==> src/rtl/id_ex_stage.sv <==
// ID/EX pipeline register with EX-side operand forwarding and load-use hazard detection.
// Fields captured at the end of ID drive the ALU operands through a zero-latency bypass mux.
module id_ex_stage (
  input  logic        i_clk,
  input  logic        i_reset,
  input  logic        i_stall,
  input  logic        i_flush,
  input  logic        i_id_valid,
  input  logic [4:0]  i_id_rs,
  input  logic [4:0]  i_id_rt,
  input  logic [4:0]  i_id_rd,
  input  logic [31:0] i_id_rs_data,
  input  logic [31:0] i_id_rt_data,
  input  logic [15:0] i_id_imm,
  input  logic [4:0]  i_id_shamt,
  input  logic [2:0]  i_id_alu_ctrl,
  input  logic        i_id_alu_src,
  input  logic        i_id_sign_ext,
  input  logic        i_id_shift,
  input  logic        i_id_uses_rt,
  input  logic        i_id_dst_sel,
  input  logic        i_id_reg_write,
  input  logic        i_id_mem_read,
  input  logic        i_id_mem_write,
  input  logic        i_exmem_reg_write,
  input  logic [4:0]  i_exmem_rd,
  input  logic [31:0] i_exmem_result,
  input  logic        i_memwb_reg_write,
  input  logic [4:0]  i_memwb_rd,
  input  logic [31:0] i_memwb_result,
  output logic [31:0] o_alu_a,
  output logic [31:0] o_alu_b,
  output logic [2:0]  o_alu_ctrl,
  output logic        o_ex_valid,
  output logic [4:0]  o_ex_dst,
  output logic        o_ex_reg_write,
  output logic        o_ex_mem_read,
  output logic        o_ex_mem_write,
  output logic [31:0] o_ex_store_data,
  output logic        o_load_use_hazard
);

  logic        r_valid;
  logic [4:0]  r_rs;
  logic [4:0]  r_rt;
  logic [4:0]  r_dst;
  logic [31:0] r_rs_data;
  logic [31:0] r_rt_data;
  logic [31:0] r_imm;
  logic [4:0]  r_shamt;
  logic [2:0]  r_alu_ctrl;
  logic        r_alu_src;
  logic        r_shift;
  logic        r_reg_write;
  logic        r_mem_read;
  logic        r_mem_write;

  logic        w_hazard;
  logic        w_load_en;
  logic        w_bubble;
  logic [31:0] w_imm_ext;
  logic [31:0] w_rs_cap;
  logic [31:0] w_rt_cap;
  logic [31:0] w_fwd_rs;
  logic [31:0] w_fwd_rt;

  // Load-use detection against the instruction in ID; suppressed while the pipe is frozen.
  always_comb begin
    w_hazard = !i_stall && r_valid && r_mem_read && (r_dst != 5'd0) && i_id_valid &&
               ((r_dst == i_id_rs) || (i_id_uses_rt && (r_dst == i_id_rt)));
    // Reset overrides stall; a bubble is loaded on reset, flush or hazard.
    w_load_en = i_reset || !i_stall;
    w_bubble  = i_reset || i_flush || w_hazard;
  end

  // Capture-side values: immediate extension and write-back bypass of the register file.
  always_comb begin
    w_imm_ext = i_id_sign_ext ? {{16{i_id_imm[15]}}, i_id_imm} : {16'd0, i_id_imm};
    w_rs_cap  = i_id_rs_data;
    w_rt_cap  = i_id_rt_data;
    if (i_memwb_reg_write && (i_memwb_rd != 5'd0) && (i_memwb_rd == i_id_rs)) begin
      w_rs_cap = i_memwb_result;
    end
    if (i_memwb_reg_write && (i_memwb_rd != 5'd0) && (i_memwb_rd == i_id_rt)) begin
      w_rt_cap = i_memwb_result;
    end
  end

  // ID/EX register: hold on stall, bubble on reset/flush/hazard, otherwise capture.
  always_ff @(posedge i_clk) begin
    if (w_load_en) begin
      if (w_bubble) begin
        r_valid     <= 1'b0;
        r_rs        <= 5'd0;
        r_rt        <= 5'd0;
        r_dst       <= 5'd0;
        r_rs_data   <= 32'd0;
        r_rt_data   <= 32'd0;
        r_imm       <= 32'd0;
        r_shamt     <= 5'd0;
        r_alu_ctrl  <= 3'b000;
        r_alu_src   <= 1'b0;
        r_shift     <= 1'b0;
        r_reg_write <= 1'b0;
        r_mem_read  <= 1'b0;
        r_mem_write <= 1'b0;
      end else begin
        r_valid     <= i_id_valid;
        r_rs        <= i_id_rs;
        r_rt        <= i_id_rt;
        r_dst       <= i_id_dst_sel ? i_id_rd : i_id_rt;
        r_rs_data   <= w_rs_cap;
        r_rt_data   <= w_rt_cap;
        r_imm       <= w_imm_ext;
        r_shamt     <= i_id_shamt;
        r_alu_ctrl  <= i_id_alu_ctrl;
        r_alu_src   <= i_id_alu_src;
        r_shift     <= i_id_shift;
        r_reg_write <= i_id_reg_write & i_id_valid;
        r_mem_read  <= i_id_mem_read  & i_id_valid;
        r_mem_write <= i_id_mem_write & i_id_valid;
      end
    end
  end

  // EX-side forwarding: EX/MEM beats MEM/WB; register 0 never forwards.
  always_comb begin
    w_fwd_rs = r_rs_data;
    if (i_exmem_reg_write && (i_exmem_rd != 5'd0) && (i_exmem_rd == r_rs)) begin
      w_fwd_rs = i_exmem_result;
    end else if (i_memwb_reg_write && (i_memwb_rd != 5'd0) && (i_memwb_rd == r_rs)) begin
      w_fwd_rs = i_memwb_result;
    end
    w_fwd_rt = r_rt_data;
    if (i_exmem_reg_write && (i_exmem_rd != 5'd0) && (i_exmem_rd == r_rt)) begin
      w_fwd_rt = i_exmem_result;
    end else if (i_memwb_reg_write && (i_memwb_rd != 5'd0) && (i_memwb_rd == r_rt)) begin
      w_fwd_rt = i_memwb_result;
    end
  end

  // Operand selection and registered control outputs.
  always_comb begin
    o_alu_a           = r_shift ? {27'd0, r_shamt} : w_fwd_rs;
    o_alu_b           = r_alu_src ? r_imm : w_fwd_rt;
    o_alu_ctrl        = r_alu_ctrl;
    o_ex_valid        = r_valid;
    o_ex_dst          = r_dst;
    o_ex_reg_write    = r_reg_write;
    o_ex_mem_read     = r_mem_read;
    o_ex_mem_write    = r_mem_write;
    o_ex_store_data   = w_fwd_rt;
    o_load_use_hazard = w_hazard;
  end

endmodule

==> config.mk <==
export PLATFORM = sky130hd
export DESIGN_NAME = id_ex_stage
export DESIGN_NICKNAME = d
export VERILOG_FILES = /design/src/rtl/id_ex_stage.sv
export SDC_FILE = /design/constraint.sdc
export NUM_CORES = 1
export LEC_CHECK = 0
export CORE_MARGIN = 2
export CORE_UTILIZATION = 40
export DETAILED_ROUTE_END_ITERATION = 10
export GPL_ROUTABILITY_DRIVEN = 0
export GPL_TIMING_DRIVEN = 0
export PLACE_DENSITY_LB_ADDON = 0.12
export RECOVER_POWER = 50
export SKIP_CTS_REPAIR_TIMING = 1
export SYNTH_ARGS = -nofsm -noshare
export SYNTH_HDL_FRONTEND = slang
export SYNTH_SLANG_ARGS = --single-unit
==> constraint.sdc <==
create_clock -name i_clk -period 6.1 [get_ports i_clk]
set_input_delay 1.83 -clock i_clk [delete_from_list [all_inputs] [get_ports i_clk]]
set_output_delay 1.83 -clock i_clk [all_outputs]
set_load 0.03 [all_outputs]
==> impl_metrics.yaml <==
yosys:
  synth-compound-area-share_pct: 12.2
  synth_top_cells_by_area: "edfxtp_1 46%, mux2i_1 9.6%, nor2_1 7.7%, xnor2_1 3.5%, nand2_1 3.5%"
  ys.flop_type: "edfxtp_1"
  avgSynthCellArea_um2: 9.66
  yosysSeqAreaShare_pct: 45.9
  yosys_warnings: 0
  synth.cell_area_um2: 7200
  synth_most_common_cell: "nor2_1"
  synth-xor-area-share_pct: 4.86
  ys_ff_latch: 110
  synthAdderAreaFrac_pct: 0
  synth_edf_count: 110
  synth_top_cells_by_count: "147 x nor2_1, 110 x edfxtp_1, 69 x mux2i_1"
  async_reset_ff_share_pct: 0
  synth_cells: 746
  synthSimpleGateAreaFrac_pct: 20.7
  synth.largest_area_cell: "edfxtp_1"
  synth_top_family_by_area: "simple AND/OR/NAND/NOR gates"
  yosysTopAreaCellShare_pct: 45.9
  synth_nets: 938
  synth_cell_types: 43
  synth.area.mux_share_pct: 11.3
placed_design:
  io_buffers: 294
  dpl.hpwl_um: 19900
  pre_cts_slack_ps: -924
  placed_area_um2: 10500
  dp.cells: 1271
die:
  die_w_um: 138
  dieArea_um2: 19100
  pin_count: 301
  design.core.area_um2: 17800
  die_height_um: 138
  initial_core_util_pct: 40.4
  fp-row-count: 49
critical_path:
  crit_chain: "clkdlybuf4s50_1, xnor2_1, nand4_1, nor2_1, clkbuf_4, a221oi_4, o31ai_1, dlymetal6s2s_1"
  crit_path_end_kind: "output port"
  reg2reg_depth: 8
  critPathLaunch: "i_exmem_rd[4]"
  worstPathArrival_ps: 4220
  startpoint_type: "input pin"
  reg2reg_to: "r_rt_data[21]$_SDFFCE_PP0P_"
  crit_type: "in2out"
  max_stage_delay_ps: 550
  cp_top_family: "buffers and inverters"
  path_depth: 8
  crit_buf_inv: 3
  timing.rr.start: "o_ex_dst[4]$_SDFFCE_PP0P_"
  crit_required_ps: 4270
  r2r_slack_ps: 3040
  endpoint: "o_alu_b[3]"
  cpMaxStageDelayCell: "clkdlybuf4s50_1"
  cp_max_fo: 10
timing:
  fmax_mhz: 165
  setup_viol: 0
  worst_slack_ps: 47.7
  period_needed_ps: 6050
  hold_viol: 0
  worstMarginPinSlew_ps: 3620
  clock_skew_ps: 12.3
  relSlewSlack_pct: -142
  fin_tns_setup_ps: 0
  finalCritPeriodShare_pct: 99.2
  slew_viol_final: 64
  holdWs_ps: 1150
drt:
  wirelength_um: 26800
  first_pass_iters: 5
  initialDrtViolationCount: 416
  drc: 0
  wl_per_cell_um: 20.8
  via_count: 7075
  antenna_left: 0
  via_per_inst: 5.48
final_layout:
  nets: 1248
  drive_above_1_share_pct: 14.8
  final.fill_count: 1602
  diodes: 0
  stdcell_count: 1290
  final_cell_area_um2: 10900
  area_delta_synth_final_pct: 51.6
  finalCoreUtilization_pct: 61.2
run_status:
  status: "complete, but fails checks"
  violations: "capacitance limit, slew limit"
global_route:
  track_usage_pct: 26.7
  grt_max_degree: 65
  grt_pass1_vias: 6805
  globalRoute.totalOverflow: 0
  grt_first_pass_wirelength_um: 39500
  antenna_found_initial: 0
clocking:
  ctsRootBufferMaster: "clkbuf_16"
  numCtsBuffers: 9
  clk_pin_slew_worst_paths_ps: 80
  insertion_delay_ps: 370
  clk_path_buf_depth: 2
  cts_tree: "yes"
  clock_sinks: 110
  htreeDepth: 3
power_and_ir_drop:
  power_density_nw_per_um2: 212
  peakVddDrop_v: 0.000197
  fin_total_pwr_mw: 2.31
  leakage_nw: 4.60
flow_run:
  maxCapViolations: 1
min_path:
  hold_path.class: "reg2reg"
-- where the power goes --
part,internal (mW),switching (mW),total (mW)
clock,0.325,0.308,0.633
sequential,0.900,0.0256,0.926
combinational,0.324,0.428,0.752
-- cell families after synthesis --
kind of cell | after synthesis
AO/OA/AOI/OAI | 110
flip-flops | 110
AND/OR/NAND/NOR | 324
XOR/XNOR | 40
buffers and inverters | 82
multiplexers | 80
-- how the worst min path moves through the flow --
stage | start | to | cells past startpoint
after floorplan | o_ex_dst[4]$_SDFFCE_PP0P_ | o_ex_mem_write$_SDFFCE_PP0P_ | 4
after global placement | o_ex_dst[4]$_SDFFCE_PP0P_ | o_ex_mem_write$_SDFFCE_PP0P_ | 4
after detailed placement | o_ex_dst[4]$_SDFFCE_PP0P_ | o_ex_mem_write$_SDFFCE_PP0P_ | 4
after CTS | o_ex_dst[4]$_SDFFCE_PP0P_ | o_ex_mem_write$_SDFFCE_PP0P_ | 4
after global routing | o_ex_dst[4]$_SDFFCE_PP0P_ | o_ex_mem_write$_SDFFCE_PP0P_ | 4
final | o_ex_dst[4]$_SDFFCE_PP0P_ | o_ex_mem_write$_SDFFCE_PP0P_ | 4
-- cell type report --
| cell class | count | area [µm²] | share of cell area (%) |
|---|---|---|---|
| plain buffers | 65 | 364 | 3.33 |
| clock buffers | 9 | 225 | 2.06 |
| clock inverters | 7 | 78.8 | 0.722 |
| inverters | 16 | 60.1 | 0.550 |
| multi-input cells | 554 | 3730 | 34.2 |
| flip-flops and latches | 110 | 3300 | 30.2 |
| well taps | 229 | 287 | 2.62 |
| repair buffers | 300 | 2870 | 26.3 |
-- cell usage in the layout, fill, tap and decap left out, types with 14 or more instances in the layout --
cell type	synthesis	final
clkdlybuf4s50_1	0	181
nor2_1	147	146
edfxtp_1	110	110
mux2i_1	69	69
nand2_1	67	67
dlymetal6s2s_1	0	47
clkbuf_2	1	43
xnor2_1	29	29
clkbuf_1	41	28
and3_1	27	27
a311oi_1	28	27
and2_0	0	25
o31ai_1	23	23
buf_4	6	19
buf_2	11	16
a221oi_2	0	16
inv_1	16	16
dlygate4sd3_1	0	14
-- registers in the layout, summed over array words and instances (netlist names) --
register,flops
r_imm,17
o_ex_dst,5
r_alu_src,1
o_ex_valid,1
r_rt_data,32
o_ex_reg_write,1
r_shamt,5
o_alu_ctrl,3
r_rs,5
o_ex_mem_read,1
r_rt,5
o_ex_mem_write,1
r_rs_data,32
r_shift,1
-- worst reg2reg max path, cell delays in order (launching register included) --
cell and delay [ps]:
edfxtp_1 460, xnor2_1 250, nand4_1 150, o22ai_1 250, a311o_1 270, clkbuf_1 300
clkbuf_1 480, clkbuf_1 510, nor2_1 130
-- layer usage --
| layer | global-route usage, % | share of wire [%] | vias up | wire length [µm] |
|---|---|---|---|---|
| met3 | 4.40 | 6.6 | 40 | 1770 |
| met5 | 0 | 0 | - | 0 |
| met2 | 45.5 | 50 | 297 | 13300 |
| met1 | 34.5 | 41 | 3406 | 11100 |
| met4 | 9.18 | 2.5 | 0 | 669 |
| li1 | - | - | 3332 | - |
Note: power is estimated with default switching activity, not from simulation.
